### src/rtl/req_arb_pkg.sv
// Shared types and constants for the eight-way request arbiter.
// Imported by pri_enc8 and req_arbiter8.
package req_arb_pkg;

   localparam int N_REQ = 8;
   localparam int ID_W  = 3;

   typedef enum logic {
      IDLE,
      OWNED
   } arb_state_e;

   localparam logic [ID_W-1:0] ID_IDLE = 3'b000;

endpackage

### src/rtl/pri_enc8.sv
// 8:3 encoder: first set bit scanning upward from a rotate offset.
// Offset 0 on a bit-reversed vector yields highest-index priority.
module pri_enc8
   import req_arb_pkg::*;
(
   input  logic [N_REQ-1:0] vec,
   input  logic [ID_W-1:0]  off,
   output logic [ID_W-1:0]  idx,
   output logic             found
);

   logic [N_REQ-1:0] rot;

   always_comb begin
      rot   = '0;
      idx   = ID_IDLE;
      found = 1'b0;
      for (int j = 0; j < N_REQ; j++)
         rot[j] = vec[ID_W'(j) + off];
      // Descending scan so the lowest rotated position is the last write.
      for (int j = N_REQ - 1; j >= 0; j--) begin
         if (rot[j]) begin
            idx   = ID_W'(j) + off;
            found = 1'b1;
         end
      end
   end

endmodule

### src/rtl/req_arbiter8.sv
// Registered eight-way grant arbiter with hold timeout.
// Define REQ_ARB_ROUND_ROBIN_EN for rotating priority; default is fixed.
module req_arbiter8
   import req_arb_pkg::*;
#(
   parameter int MAX_HOLD = 16,
   parameter int CNT_W    = 8
) (
   input  logic             clk,
   input  logic             rst_n,
   input  logic             en,
   input  logic [N_REQ-1:0] req,
   output logic [N_REQ-1:0] grant,
   output logic [ID_W-1:0]  gnt_id,
   output logic             gnt_valid,
   output logic             timeout
);

   localparam logic [CNT_W-1:0] HOLD_LIM = CNT_W'(MAX_HOLD);

   arb_state_e       state, state_n;
   logic [N_REQ-1:0] grant_n, onehot, enc_vec;
   logic [ID_W-1:0]  id_n, enc_off, enc_idx, win;
   logic             valid_n, to_n, enc_found;
   logic [CNT_W-1:0] cnt, cnt_n;

`ifdef REQ_ARB_ROUND_ROBIN_EN
   logic [ID_W-1:0] ptr, ptr_n;

   assign enc_vec = req;
   assign enc_off = ptr + ID_W'(1);
   assign win     = enc_idx;

   always_ff @(posedge clk or negedge rst_n) begin
      if (!rst_n) ptr <= ID_IDLE;
      else        ptr <= ptr_n;
   end
`else
   always_comb begin
      enc_vec = '0;
      for (int j = 0; j < N_REQ; j++)
         enc_vec[j] = req[N_REQ-1-j];
   end

   assign enc_off = ID_IDLE;
   assign win     = ~enc_idx;
`endif

   pri_enc8 u_enc (
      .vec   (enc_vec),
      .off   (enc_off),
      .idx   (enc_idx),
      .found (enc_found)
   );

   always_comb begin
      onehot      = '0;
      onehot[win] = 1'b1;
      state_n     = state;
      grant_n     = '0;
      id_n        = ID_IDLE;
      valid_n     = 1'b0;
      to_n        = 1'b0;
      cnt_n       = '0;
`ifdef REQ_ARB_ROUND_ROBIN_EN
      ptr_n       = ptr;
`endif
      case (state)
         IDLE: begin
            if (en && enc_found) begin
               state_n = OWNED;
               grant_n = onehot;
               id_n    = win;
               valid_n = 1'b1;
               cnt_n   = CNT_W'(1);
`ifdef REQ_ARB_ROUND_ROBIN_EN
               ptr_n   = win;
`endif
            end
         end
         OWNED: begin
            if (en && req[gnt_id] && cnt < HOLD_LIM) begin
               grant_n = grant;
               id_n    = gnt_id;
               valid_n = 1'b1;
               cnt_n   = (&cnt) ? cnt : cnt + CNT_W'(1);
            end else begin
               // Release and disable win over an expiring hold.
               state_n = IDLE;
               to_n    = en && req[gnt_id];
            end
         end
         default: state_n = IDLE;
      endcase
   end

   always_ff @(posedge clk or negedge rst_n) begin
      if (!rst_n) begin
         state     <= IDLE;
         grant     <= '0;
         gnt_id    <= ID_IDLE;
         gnt_valid <= 1'b0;
         timeout   <= 1'b0;
         cnt       <= '0;
      end else begin
         state     <= state_n;
         grant     <= grant_n;
         gnt_id    <= id_n;
         gnt_valid <= valid_n;
         timeout   <= to_n;
         cnt       <= cnt_n;
      end
   end

endmodule
### config.mk
export PLATFORM = sky130hd
export DESIGN_NAME = req_arbiter8
export DESIGN_NICKNAME = d
export VERILOG_FILES = /design/src/rtl/req_arb_pkg.sv /design/src/rtl/pri_enc8.sv /design/src/rtl/req_arbiter8.sv
export SDC_FILE = /design/constraint.sdc
export NUM_CORES = 1
export LEC_CHECK = 0
export ABC_AREA = 1
export ABC_CLOCK_PERIOD_IN_PS = 1600
export CAP_MARGIN = 15
export CELL_PAD_IN_SITES_DETAIL_PLACEMENT = 2
export CELL_PAD_IN_SITES_GLOBAL_PLACEMENT = 2
export CORE_MARGIN = 2
export CORE_UTILIZATION = 27
export CTS_CLUSTER_SIZE = 10
export DETAILED_ROUTE_END_ITERATION = 6
export GPL_TIMING_DRIVEN = 0
export PLACE_DENSITY_LB_ADDON = 0.1
export SYNTH_ARGS = -nofsm -noshare
export SYNTH_HDL_FRONTEND = slang
export SYNTH_SLANG_ARGS = --single-unit
### constraint.sdc
create_clock -name clk -period 1.6 [get_ports clk]
set_input_delay 0.16 -clock clk [delete_from_list [all_inputs] [get_ports clk]]
set_output_delay 0.16 -clock clk [all_outputs]
set_load 0.02 [all_outputs]
# == Word-level counts from Yosys, hierarchy flattened ==
# Index checks and enable logic that the tools add are counted.
# classes
add_sub_neg,1
n_lt_le_gt_ge,4
n_eq_ne,2
mux,35
bitwise,2
reduce_logical,5
# ops
operator,count
$mux 8,4
$pmux 8 s2,2
$mux 3,10
$mux 1,15
$add 8x1->8 const B,1
$lt 3x4->1 const B,2
$lt 8x5->1 const B,1
$reduce_and 8->1,1
$pmux 3 s2,1
$logic_and 1x1->1,4
$bmux 1 s3,1
$demux 1 s3,1
$ge 3x1->1 const B,1
$ne 3x3->1 const B,1
$not 3->3,1
$ne 2x2->1 const B,1
$pmux 1 s2,1
$not 1->1,1
# word_totals
regBits,21
inputBits,11
output_inout_bits,13

# == Depth between registers and ports, before layout ==
# logic_depth
word_depth,15
ltp_mapped,10

# == Modules after synthesis ==
# Synthesis repeated with hierarchy kept, for this count alone.
# unflattened
cells_unflattened,258
hier_area_um2,1793.0
# by_module_without_submodules
module,n_inst,cells_each,area_per_inst_um2,seq_area_each_um2
req_arbiter8,1,136,1053.5,525.5
pri_enc8,1,122,739.5,0.0

# == Worst setup path before layout ==
# OpenSTA, ideal clock, no wires.
# synth_timing
kind,register -> register
startpoint,reg gnt_id[0]
endpoint,reg gnt_id[0]
setup_ns,0.065
arrival_ns,1.205
required_time_ns,1.535
slack_ns,0.329
path_stages_with_launch,10
n_path_buf,1
period_less_slack_ns,1.271
cell_sequence,dfrtp_1 -> inv_2 -> nand2_1 -> nand3_1 -> nand2_1 -> nand2_1 -> nand2_2 -> buf_6 -> nand4_1 -> nand2_1
# synth_via
elab_chain_cells,5
# synth_lines
item,line,source
start: declaration,req_arbiter8.sv:14,"output logic [ID_W-1:0] gnt_id,"
start signal: assignment,req_arbiter8.sv:108,gnt_id <= id_n;
$bmux 1 s3,req_arbiter8.sv:82,if (en && req[gnt_id] && cnt < HOLD_LIM) begin
$mux 1 (implied by the code),req_arbiter8.sv:82,
$logic_and 1x1->1 (2 in series),req_arbiter8.sv:82,
$ne 2x2->1 (no source line),--,
# Every way passes these cells. The select of a mux whose other input is x is not followed.
# A chain may end at the register's enable or synchronous reset.

# == Worst setup path after layout ==
# layout_timing
startpoint,reg gnt_id[1]
endpoint,out gnt_id[1]
# No word-level cell between the ends.

==> flow_metrics.py <==
metrics = {
    "yosys": {
        "synth_seq_cells": 21,
        "syn_area_um2": 1099,
        "ys_types": 17,
        "seq_area_frac_synth_pct": 47.84,
        "syn_area_per_cell_um2": 7.473,
        "synth_warnings": 0,
        "netlist_instances": 147,
    },
    "clock_tree": {
        "cts_tree": "done",
        "clkSinkCount": 21,
        "clkSlewWorstSetupHoldPaths_ns": 0.08,
        "ctsHtreeMaxLevel": 1,
        "clk_latency_ns": 0.26,
        "clockBufferDepth": 2,
        "cts_buffers": 3,
        "root_buffer": "clkbuf_8",
        "ctsHoldBuffers": 0,
    },
    "routing": {
        "route.detailed.drc": 0,
        "ant_nets": 0,
        "vias": 1079,
        "viasPerCell": 4.774,
        "drt-total-wl_um": 3206,
        "wl_per_cell_um": 14.19,
        "drtIter0Drc": 36,
        "drtPass1Iterations": 4,
    },
    "floorplan": {
        "core.rowCount": 23,
        "fp.dieArea_um2": 4595,
        "die_h_um": 67.79,
        "die_w_um": 67.79,
        "pin_count": 24,
        "start_util_pct": 27.66,
        "design.core.area_um2": 3971,
    },
    "layout": {
        "regArea_um2": 526.8,
        "fin_area_um2": 1446,
        "insertedDiodeCount": 0,
        "fillers": 491,
        "multi_input_area_um2": 476.7,
        "drive_gt1_share_pct": 7.955,
        "final_nets": 189,
        "syn_to_final_growth_pct": 31.66,
        "instances_no_fill": 226,
    },
    "sta": {
        "hold_viol_final": 0,
        "setup_tns_ns": 0,
        "fmax_mhz": 674.2,
        "min_period_ns": 1.483,
        "finalCritPeriodShare_pct": 92.71,
        "slew_headroom_pct": 35.68,
        "rsz0062_at_grt": "false",
        "setup-violations-final": 0,
        "holdWs_ns": 0.4273,
        "drv_slew": 0,
        "tightest_slew_ns": 0.9618,
        "fin_skew_ns": 0.001179,
    },
    "worst_setup_path": {
        "cp.arrival_ns": 1.32,
        "worstSetupPathType": "reg2out",
        "path_cells": "clkdlybuf4s50_1",
        "r2r_cells": 6,
        "path_delay_family": "buffers and inverters",
        "reg2reg_slack_ns": 0.13,
        "endpoint_kind": "primary output",
        "critPathBufInv": 1,
        "start_kind": "flip-flop",
        "slowest_delay_ns": 0.63,
        "worstPathRequired_ns": 1.44,
        "cp_max_fo": 5,
        "crit_slowest_cell": "clkdlybuf4s50_1",
        "worstReg2RegStart": "cnt[0]",
        "reg2reg_to": "cnt[1]",
    },
    "global_routing": {
        "grt_pass1_vias": 1198,
        "antenna_found_initial": 0,
        "grt_start_max_net_pins": 22,
        "grt_pass1_wl_um": 5595,
        "overflow": 0,
        "grt_use_total_pct": 16.42,
    },
    "outcome": {
        "status": "finished, final reports clean",
    },
    "placement": {
        "portBuffers": 23,
        "dp_hpwl_um": 2609,
        "place_area_um2": 1399,
        "gp_congestion": 0.8164,
        "place_inst": 222,
    },
    "pwr": {
        "power_density_nw_per_um2": 785.6,
        "power_w": 0.001136,
        "p_leak_nw": 0.7368,
        "ir_drop_v": 0.0003576,
    },
    "worst_hold_path": {
        "hold_path.class": "in2async",
    },
    "job": {
        "cap_violations": 0,
    },
}
[synth_stat cells]
master   number  share of area, %
buf_2         2              0.91
buf_6         1               1.0
conb_1        1              0.34
dfrtp_1      21                48
ha_1          1               1.1
inv_1        21               7.2
inv_2         1              0.34
nand2_1      45                15
nand2_2       1              0.57
nand3_1      16               7.3
nand3_2       1              0.91
nand4_1      15               8.5
nor2_1       14               4.8
nor2_2        1              0.57
o21ai_0       4               1.8
o21ai_2       1              0.80
or2_2         1              0.57
[flip-flops by register name, indices dropped and copies added, names as in the netlist]
name     flops
cnt          8
grant        8
gnt_id       3
state        1
timeout      1
[layout by cell type (no fill, tap or decap), types with 2 or more instances in the layout]
master and n:
conb_1 3, clkbuf_8 3, nand4_1 15, nor2_1 14, buf_2 2, clkdlybuf4s50_1 23
nand3_1 16, o21ai_0 4, dfrtp_1 20, inv_1 21, nand2_1 45
[power breakdown]
group	leakage (nW)	internal, W	switching [W]
registers	0.277	0.000550	0.0000183
logic	0.434	0.0000845	0.000131
clock network	0.0255	0.000174	0.000179
total	0.737	0.000808	0.000328
[worst max-delay path by stage]
stage | startpoint | to | cells after the start | slack [ns]
final | gnt_id[1] | gnt_id[1] | 1 | 0.12
after global placement | req[6] | grant[7] | 7 | -0.02
after global routing | req[6] | grant[7] | 7 | 0.03
after detailed placement | req[6] | grant[7] | 7 | -0.09
after CTS | gnt_id[0] | gnt_id[0] | 1 | 0.04
after floorplan | gnt_id[0] | gnt_id[0] | 9 | 0.33
[what timing repair did]
action | in CTS | in global routing
buffers inserted | 0 | 0
endpoints found under the setup margin | 0 | 1
gates resized for setup | 0 | 1
[logic make-up (layout without fill, tap and decap cells)]
kind of cell | after synthesis | in the layout | synth area share (%)
and+or+nand+nor | 94 | 94 | 38.61
buffers and inverters | 25 | 52 | 9.453
other | 1 | 3 | 0.3414
DFF | 21 | 21 | 47.84
adders and majority gates | 1 | 1 | 1.139
AOI/OAI and AO/OA | 5 | 5 | 2.620
[routing by layer]
| layer | share of wire [%] | vias up | track usage (%) |
|---|---|---|---|
| met4 | 0.97 | 0 | 4.500 |
| met1 | 47 | 532 | 21.22 |
| met2 | 49 | 17 | 28.31 |
| met3 | 2.7 | 4 | 2.667 |
| li1 | - | 526 | - |
| met5 | 0 | - | 0 |
[cell type report]
cell class                 instances  area share [%]
clock buffer                       3           2.855
buffer                             3           1.471
timing repair buffer              23           15.92
tap                               50           4.325
sequential                        21           36.42
multi-input combinational        103           32.96
clock inverter                     1          0.3460
inverter                          22           5.709
[through the flow]
step           setup WS [ns]  util (%)
3_5_place_dp        -0.09081     35.22
3_3_place_gp        -0.02050     35.22
2_1_floorplan         0.3292         -
6_report              0.1167     36.42
5_1_grt              0.02577     36.42
4_1_cts              0.03770     36.39
No activity file was read; power rests on OpenSTA's default activity.
